File: src/rtl/kyber_pkg.sv
// Shared Kyber constants, the legal coefficient-width check and the byte
// encoder state type.
package kyber_pkg;

    localparam int KYBER_N = 256;
    localparam int KYBER_Q = 3329;
    localparam int MAX_D   = 12;
    localparam int ACC_W   = MAX_D + 8;

    // Widths used by Kyber-768: d_u, d_v and the 12-bit key encoding.
    localparam int D_U  = 10;
    localparam int D_V  = 4;
    localparam int D_PK = 12;

    typedef enum logic [1:0] {
        ST_IDLE,
        ST_RUN,
        ST_DONE
    } enc_state_e;

    function automatic logic is_legal_d(input logic [3:0] d);
        return (d != 4'd0) && (d <= 4'(MAX_D));
    endfunction

endpackage

File: src/rtl/byte_encoder.sv
// ByteEncode_d packer: takes the low d bits of each coefficient, concatenates
// them LSB-first and emits one polynomial's 32*d bytes over a valid/ready port.
module byte_encoder
    import kyber_pkg::*;
(
    input  logic        clk,
    input  logic        rst_n,
    input  logic        start_i,
    input  logic [3:0]  d_i,
    input  logic        coef_valid_i,
    output logic        coef_ready_o,
    input  logic [15:0] coef_i,
    output logic        byte_valid_o,
    input  logic        byte_ready_i,
    output logic [7:0]  byte_o,
    output logic        byte_last_o,
    output logic        busy_o,
    output logic        done_o,
    output logic        err_o
);

    localparam int CNT_W = $clog2(ACC_W + 1);
    localparam int CC_W  = $clog2(KYBER_N + 1);

    enc_state_e       r_state, w_state_nxt;
    logic [ACC_W-1:0] r_acc, w_acc_nxt, w_acc_shift, w_mask, w_coef_bits;
    logic [CNT_W-1:0] r_bit_cnt, w_bit_cnt_nxt, w_bit_shift;
    logic [CC_W-1:0]  r_coef_cnt, w_coef_cnt_nxt;
    logic [3:0]       r_d, w_d_nxt;
    logic             r_err, w_err_nxt;
    logic             w_run, w_byte_fire, w_coef_fire;

    // Handshake outputs depend only on registered state, never on the
    // opposite port's valid/ready.
    assign w_run        = (r_state == ST_RUN);
    assign coef_ready_o = w_run && (r_bit_cnt <= CNT_W'(8)) && (r_coef_cnt < CC_W'(KYBER_N));
    assign byte_valid_o = w_run && (r_bit_cnt >= CNT_W'(8));
    assign byte_o       = r_acc[7:0];
    assign byte_last_o  = byte_valid_o && (r_coef_cnt == CC_W'(KYBER_N)) && (r_bit_cnt == CNT_W'(8));
    assign busy_o       = (r_state != ST_IDLE);
    assign done_o       = (r_state == ST_DONE);
    assign err_o        = r_err;

    assign w_byte_fire = byte_valid_o && byte_ready_i;
    assign w_coef_fire = coef_ready_o && coef_valid_i;

    // A same-cycle byte fire drains first so the new coefficient lands at bit_cnt'.
    assign w_acc_shift = w_byte_fire ? (r_acc >> 8) : r_acc;
    assign w_bit_shift = w_byte_fire ? (r_bit_cnt - CNT_W'(8)) : r_bit_cnt;
    assign w_mask      = (ACC_W'(1) << r_d) - ACC_W'(1);
    assign w_coef_bits = ACC_W'(coef_i) & w_mask;

    always_comb begin
        // NOTE: every combinational output gets a default first so no path
        // through the case below can infer a latch.
        w_state_nxt    = r_state;
        w_acc_nxt      = r_acc;
        w_bit_cnt_nxt  = r_bit_cnt;
        w_coef_cnt_nxt = r_coef_cnt;
        w_d_nxt        = r_d;
        w_err_nxt      = 1'b0;

        case (r_state)
            ST_IDLE: begin
                if (start_i) begin
                    if (is_legal_d(d_i)) begin
                        w_d_nxt        = d_i;
                        w_acc_nxt      = '0;
                        w_bit_cnt_nxt  = '0;
                        w_coef_cnt_nxt = '0;
                        w_state_nxt    = ST_RUN;
                    end else begin
                        w_err_nxt = 1'b1;
                    end
                end
            end
            ST_RUN: begin
                w_acc_nxt     = w_acc_shift;
                w_bit_cnt_nxt = w_bit_shift;
                if (w_coef_fire) begin
                    w_acc_nxt      = w_acc_shift | (w_coef_bits << w_bit_shift);
                    w_bit_cnt_nxt  = w_bit_shift + CNT_W'(r_d);
                    w_coef_cnt_nxt = r_coef_cnt + CC_W'(1);
                end
                if (w_byte_fire && byte_last_o) begin
                    w_state_nxt = ST_DONE;
                end
            end
            ST_DONE: w_state_nxt = ST_IDLE;
            default: w_state_nxt = ST_IDLE;
        endcase
    end

    always_ff @(posedge clk or negedge rst_n) begin
        if (!rst_n) begin
            r_state    <= ST_IDLE;
            r_acc      <= '0;
            r_bit_cnt  <= '0;
            r_coef_cnt <= '0;
            r_d        <= '0;
            r_err      <= 1'b0;
        end else begin
            // NOTE: non-blocking assignments so every register updates from
            // the same pre-edge values.
            r_state    <= w_state_nxt;
            r_acc      <= w_acc_nxt;
            r_bit_cnt  <= w_bit_cnt_nxt;
            r_coef_cnt <= w_coef_cnt_nxt;
            r_d        <= w_d_nxt;
            r_err      <= w_err_nxt;
        end
    end

endmodule

File: config.mk
export PLATFORM = sky130hd
export DESIGN_NAME = byte_encoder
export DESIGN_NICKNAME = d
export VERILOG_FILES = /design/src/rtl/kyber_pkg.sv /design/src/rtl/byte_encoder.sv
export SDC_FILE = /design/constraint.sdc
export NUM_CORES = 1
export LEC_CHECK = 0
export ABC_AREA = 1
export ABC_CLOCK_PERIOD_IN_PS = 3050
export CORE_MARGIN = 2
export CORE_UTILIZATION = 48
export DETAILED_ROUTE_END_ITERATION = 6
export GPL_TIMING_DRIVEN = 1
export PLACE_DENSITY = 0.68
export SLEW_MARGIN = 20
export SYNTH_ARGS = -nofsm -noshare
export SYNTH_HDL_FRONTEND = slang
export SYNTH_SLANG_ARGS = --single-unit
File: constraint.sdc
create_clock -name clk -period 3.05 [get_ports clk]
set_clock_uncertainty 0.1 [all_clocks]
set_input_delay 0.61 -clock clk [delete_from_list [all_inputs] [get_ports clk]]
set_output_delay 0.61 -clock clk [all_outputs]
set_load 0.02 [all_outputs]
==> flow_summary.toml, run 1 <==
[outcome]
status = "complete, no violations"

[clock_tree]
clockBufferDepth = 2
cts_sinks = 41
post_cts_resized = 0
cts_tree = "yes"
cts_made_buffers = 5
clk_latency_ns = 0.30
htreeDepth = 2
hold_buffers = 0
cts-root-buf = "clkbuf_8"
clk_pin_slew_worst_paths_ns = 0.08
postCtsSetupBuffers = 0

[critical_path]
critPathMaxStageDelay_ns = 0.61
cp.required_ns = 2.34
rrSetupSlack_ns = 0.38
reg2reg_depth = 10
worstPathCellList = "inv_1 -> ha_1 -> nand2_1 -> nor3_1 -> nand3_1 -> nor2_1 -> clkdlybuf4s50_1"
endpoint_kind = "output port"
startpoint_type = "flop"
cp_max_fo = 4
r2r-end = "r_acc[14]"
cp-startpoint = "r_coef_cnt[0]"
critPathCapture = "byte_last_o"
arrival_ns = 1.99
path_class = "reg2out"
r2r_start = "r_d[2]"
cp_slowest_cell = "clkdlybuf4s50_1"

[place]
dp_hpwl_um = 6440
gp_congestion = 0.923
portBuffers = 37

[routing]
drtIter0Drc = 170
wl_per_cell_um = 13.7
routed_wl_um = 8300
drt_first_pass_iters = 5
vias = 3307
viasPerCell = 5.48
ant_nets = 0
drc = 0

[floorplan]
start_util_pct = 49.3
die_y_um = 87.3
core.rowCount = 30
ios = 39
dieArea_mm2 = 0.00762
coreArea_mm2 = 0.00676
fp.dieW_um = 87.3

[global_route]
track_usage_pct = 23.4
met2_usage_pct = 37.7
first_global_vias = 3095
grtUsageMet3_pct = 3.60
grt_pass1_wl_um = 14300
grt-ovfl-total = 0
antenna_found_initial = 0
met1_usage_pct = 32.1
top_usage_layer = "met2"
grt_max_degree = 42

[logic_synthesis]
synth-edff-count = 0
synth_cell_types = 42
syn_area_mm2 = 0.00333
yosys.cell_count.top_type = "nand2_1"
ys.flop_type = "dfrtp_1"
ys_top_cells_by_count = "nand2_1 (145), nand3_1 (63), dfrtp_1 (41), inv_1 (41), o21ai_0 (35)"
yosysSeqAreaShare_pct = 30.8
synth-seq-cells = 41
netlist.area_leader.share_pct = 30.8
postSynthAreaPerCell_um2 = 6.74
async_flop_share_pct = 100
synth_area_leaders = "dfrtp_1 (31%), nand2_1 (16%), nand3_1 (9.5%)"
syn_nets = 528
ys_warn_count = 0
post-synth-top-area-cell = "dfrtp_1"
syn_inst = 494

[layout]
syn_to_final_growth_pct = 15.0
drive_above_1_share_pct = 9.16
nNetsFinal = 558
antennaDiodeCount = 0

[pwr]
p_int_mw = 1.84
p_per_area_mw_per_mm2 = 1000
p_sw_share_pct = 52.0
irDropWorstVdd_v = 0.000474
p_switching_mw = 1.99
power_frac_clock_pct = 11.1
comb_power_share_pct = 65.1
total_power_mw = 3.83
seqPwrFrac_pct = 23.9
p_leak_nw = 1.89

[timing]
finalMaxSlewViolations = 0
fin_crit_sh_pct = 88.6
fin_hold_ws_ns = 0.343
finalSetupViolCount = 0
finalSetupTns_ns = 0
fin_crit_ns = 2.70
hold_viol_final = 0
worstMarginPinSlew_ns = 0.910
fmax_mhz = 370
relSlewSlack_pct = 39.4
rsz0062_at_grt = "no"

[run]
max_cap_viol_count = 0

[min_path]
hold_class = "in2async"
## through the flow
| stage | setup WS [ns] | util [%] | area (um^2) | std cells |
|---|---|---|---|---|
| 5_1_grt | 0.144 | 56.7 | 3830 | 604 |
| 2_1_floorplan | 0.727 | - | 3330 | 494 |
| 6_report | 0.348 | 56.7 | 3830 | 604 |
| 3_5_place_dp | 0.321 | 55.1 | 3720 | 597 |
| 3_3_place_gp | 0.379 | 55.1 | 3720 | 597 |
| 4_1_cts | 0.339 | 56.7 | 3830 | 604 |
## state kept, by name, indices dropped and copies added, names as in the netlist
name and cells:
err_o 1, r_acc 20, r_bit_cnt 5, r_coef_cnt 9, r_d 4, r_state 2
## final cells by class
cell class / count / area [um^2]
clock buffers: 5 / 68.8
clock inverters: 2 / 35.0
fillers: 680 / 2930
inverters: 49 / 189
multi-input cells: 380 / 1970
flip-flops and latches: 41 / 1030
well taps: 80 / 100
repair buffers: 47 / 440
## per-layer routing
metal | part of all wire [%] | vias to the layer above | wire length, um
met5 | 0 | - | 0
met4 | 2.3 | 0 | 189
met3 | 3.6 | 18 | 301
met2 | 45 | 71 | 3770
met1 | 49 | 1514 | 4050
li1 | - | 1704 | -
## critical path: cells and delay by family, from the launching register on
| family | cells | cell delay, ns |
|---|---|---|
| adders and majority gates | 1 | 0.16 |
| buffers and inverters | 2 | 0.72 |
| DFF | 1 | 0.39 |
| and+or+nand+nor | 4 | 0.43 |
## worst min path at each step
stage                            to  slack, ns  depth (start not counted)
after global placement    r_acc[11]       0.37                          2
after floorplan               err_o       0.21                          0
final                      r_acc[0]       0.34                          1
after detailed placement   r_acc[9]       0.37                          2
after CTS                  r_acc[0]       0.39                          1
after global routing      r_acc[12]       0.42                          1
## power by group through the flow
stage / logic (mW) / registers (mW) / clock network [mW]
6_report: 2.49 / 0.915 / 0.424
5_1_grt: 2.84 / 0.944 / 0.461
4_1_cts: 2.48 / 0.914 / 0.432
3_5_place_dp: 2.47 / 0.924 / 0
3_3_place_gp: 2.43 / 0.918 / 0
2_1_floorplan: 1.92 / 0.880 / 0
## placed cells by master (no fill, tap or decap), drive strengths merged, types with 11 or more instances in the layout
master / netlist / final
nand4: 16 / 16
inv: 47 / 47
clkdlybuf4s50: 0 / 36
a21oi: 17 / 17
o21ai: 44 / 44
nor2: 40 / 40
nand2: 157 / 157
dfrtp: 41 / 41
nand3: 64 / 64
buf: 15 / 11
## logic make-up (layout without fill, tap and decap cells)
family / after synthesis / in the layout / synth area share (%)
AND/OR/NAND/NOR: 288 / 288 / 41.0
flip-flops: 41 / 41 / 30.8
XOR/XNOR: 2 / 2 / 0.526
AO/OA/AOI/OAI: 78 / 78 / 13.1
adder cells (fa/ha/maj): 9 / 9 / 3.61
buffers and inverters: 73 / 103 / 10.1
multiplexers: 3 / 3 / 0.902
(Power assumes the default switching activity.)
==> inputs of run 2 (changes only) <==
- ABC_CLOCK_PERIOD_IN_PS: 3050 -> 2600
- CORE_MARGIN: 2 -> 5
- SKIP_CTS_REPAIR_TIMING: default -> 1
- clock period: 3.05 -> 2.6 ns (I/O delays scaled with it)
==> flow_summary.toml, run 2 (same netlist as run 1, synthesis figures left out) <==
[outcome]
status = "complete, no violations"

[critical_path]
r2r_start = "r_d[3]"
cp_max_fo = 10
endpoint_kind = "flop"
path_class = "reg2reg"
cp_num_cells = 13
arrival_ns = 2.48
crit_family = "simple AND/OR/NAND/NOR gates"
critPathMostFrequentCell = "nand2_1"
critPathCapture = "r_acc[18]"
rrSetupSlack_ns = 0.27
cp.required_ns = 2.75
cp_slowest_cell = "dfrtp_1"
worstPathCellList = "inv_1 -> nand4_1 -> ha_2 -> nand2_1 -> o21ai_0 -> nand3_1 -> o211ai_1 -> nand3_1 -> nand2_1 -> nand2_1 -> nand2_1 -> nand2_1 -> nand2_1"
cp-startpoint = "r_d[3]"
startpoint_type = "flop"
reg2reg_depth = 13
critPathMaxStageDelay_ns = 0.44
r2r-end = "r_acc[18]"
path_buf_inv = 1

[timing]
worstMarginPinSlew_ns = 0.623
finalSetupTns_ns = 0
relSlewSlack_pct = 58.4
fin_ws_ns = 0.274
finalSetupViolCount = 0
rsz0062_at_grt = "no"
hold_viol_final = 0
fin_crit_ns = 2.33
fmax_mhz = 430
fin_crit_sh_pct = 89.5
finalMaxSlewViolations = 0
fin_hold_ws_ns = 0.122

[global_route]
grt_max_degree = 28
grt_pass1_wl_um = 14600
antenna_found_initial = 0
first_global_vias = 3030
track_usage_pct = 20.7
grt-ovfl-total = 0

[pwr]
p_switching_mw = 2.38
comb_power_share_pct = 63.9
p_per_area_mw_per_mm2 = 1190
irDropWorstVdd_v = 0.000573
p_int_mw = 2.35
p_sw_share_pct = 50.3
p_leak_nw = 2.00
total_power_mw = 4.74
seqPwrFrac_pct = 22.6
power_frac_clock_pct = 13.6

[layout]
top_regs = "r_acc (20), r_coef_cnt (9), r_bit_cnt (5)"
post-route-util_pct = 59.0
nNetsFinal = 571
fillers = 660
syn_to_final_growth_pct = 19.6
mostFrequentLayoutCells = "nand2_1 (145), nand3_1 (63), inv_1 (41)"
antennaDiodeCount = 0
top_register = "r_acc"
largest_reg_flops = 20
drive_above_1_share_pct = 11.9
fin_cells = 618
final_common_cell = "nand2_1"
fin_area_mm2 = 0.00398

[place]
dp.cells = 610
portBuffers = 37
dp_slack_ns = 0.149
gp_congestion = 0.939
post_dp_cell_area_mm2 = 0.00383
dp_hpwl_um = 6710

[routing]
vias = 3308
routed_wl_um = 8550
drt_first_pass_iters = 5
viasPerCell = 5.35
ant_nets = 0
drc = 0
drtIter0Drc = 217
wl_per_cell_um = 13.8

[clock_tree]
htreeDepth = 2
clk_latency_ns = 0.30
cts_sinks = 41
clockBufferDepth = 2
cts_tree = "yes"
clk_pin_slew_worst_paths_ns = 0.09
cts_made_buffers = 5
cts-root-buf = "clkbuf_8"

[floorplan]
start_util_pct = 49.3
fp.dieW_um = 93.3
dieArea_mm2 = 0.00870
core.rowCount = 30
coreArea_mm2 = 0.00676
die_y_um = 93.3
ios = 39

[run]
max_cap_viol_count = 0

[min_path]
hold_class = "in2async"
-- run 2: changes by cell type in the layout (fill, tap and decap cells not counted), sizes merged --
cell / change
buf: +13
clkdlybuf4s50: -3
dlymetal6s2s: +3
bufinv: +1
clkinv: -1
inv: +1
-- run 2: area by class of cell --
class	instances	area [um^2]	share of cell area, %
clock buffers	5	68.8	1.73
clock inverters	3	68.8	1.73
inverters	49	189	4.74
multi-input cells	380	1970	49.5
flip-flops and latches	41	1030	25.8
well taps	80	100	2.51
repair buffers	60	558	14.0
-- run 2: layer usage --
metal / GRT usage (%) / part of all wire (%) / vias to the layer above
met2: 31.4 / 46 / 86
met4: 5.98 / 1.8 / 0
met5: 0 / 0 / -
li1: - / - / 1729
met1: 30.4 / 49 / 1478
met3: 3.14 / 3.8 / 15
-- run 2: worst min-delay path by stage --
stage | start | end | slack, ns | cells past startpoint
4_1_cts | rst_n | r_acc[18] | 0.14 | 1
3_5_place_dp | r_acc[10] | r_acc[10] | 0.38 | 2
3_3_place_gp | r_acc[11] | r_acc[11] | 0.37 | 2
5_1_grt | rst_n | r_coef_cnt[0] | 0.18 | 1
2_1_floorplan | rst_n | err_o | 0.12 | 0
6_report | rst_n | r_acc[18] | 0.12 | 1
-- run 2: power by group through the flow --
stage / combinational, mW / clock (mW) / sequential (mW)
after floorplan: 2.25 / 0 / 1.03
after global placement: 2.95 / 0 / 1.07
after detailed placement: 2.99 / 0 / 1.09
after CTS: 3.01 / 0.649 / 1.07
after global routing: 3.40 / 0.680 / 1.10
final: 3.03 / 0.642 / 1.07
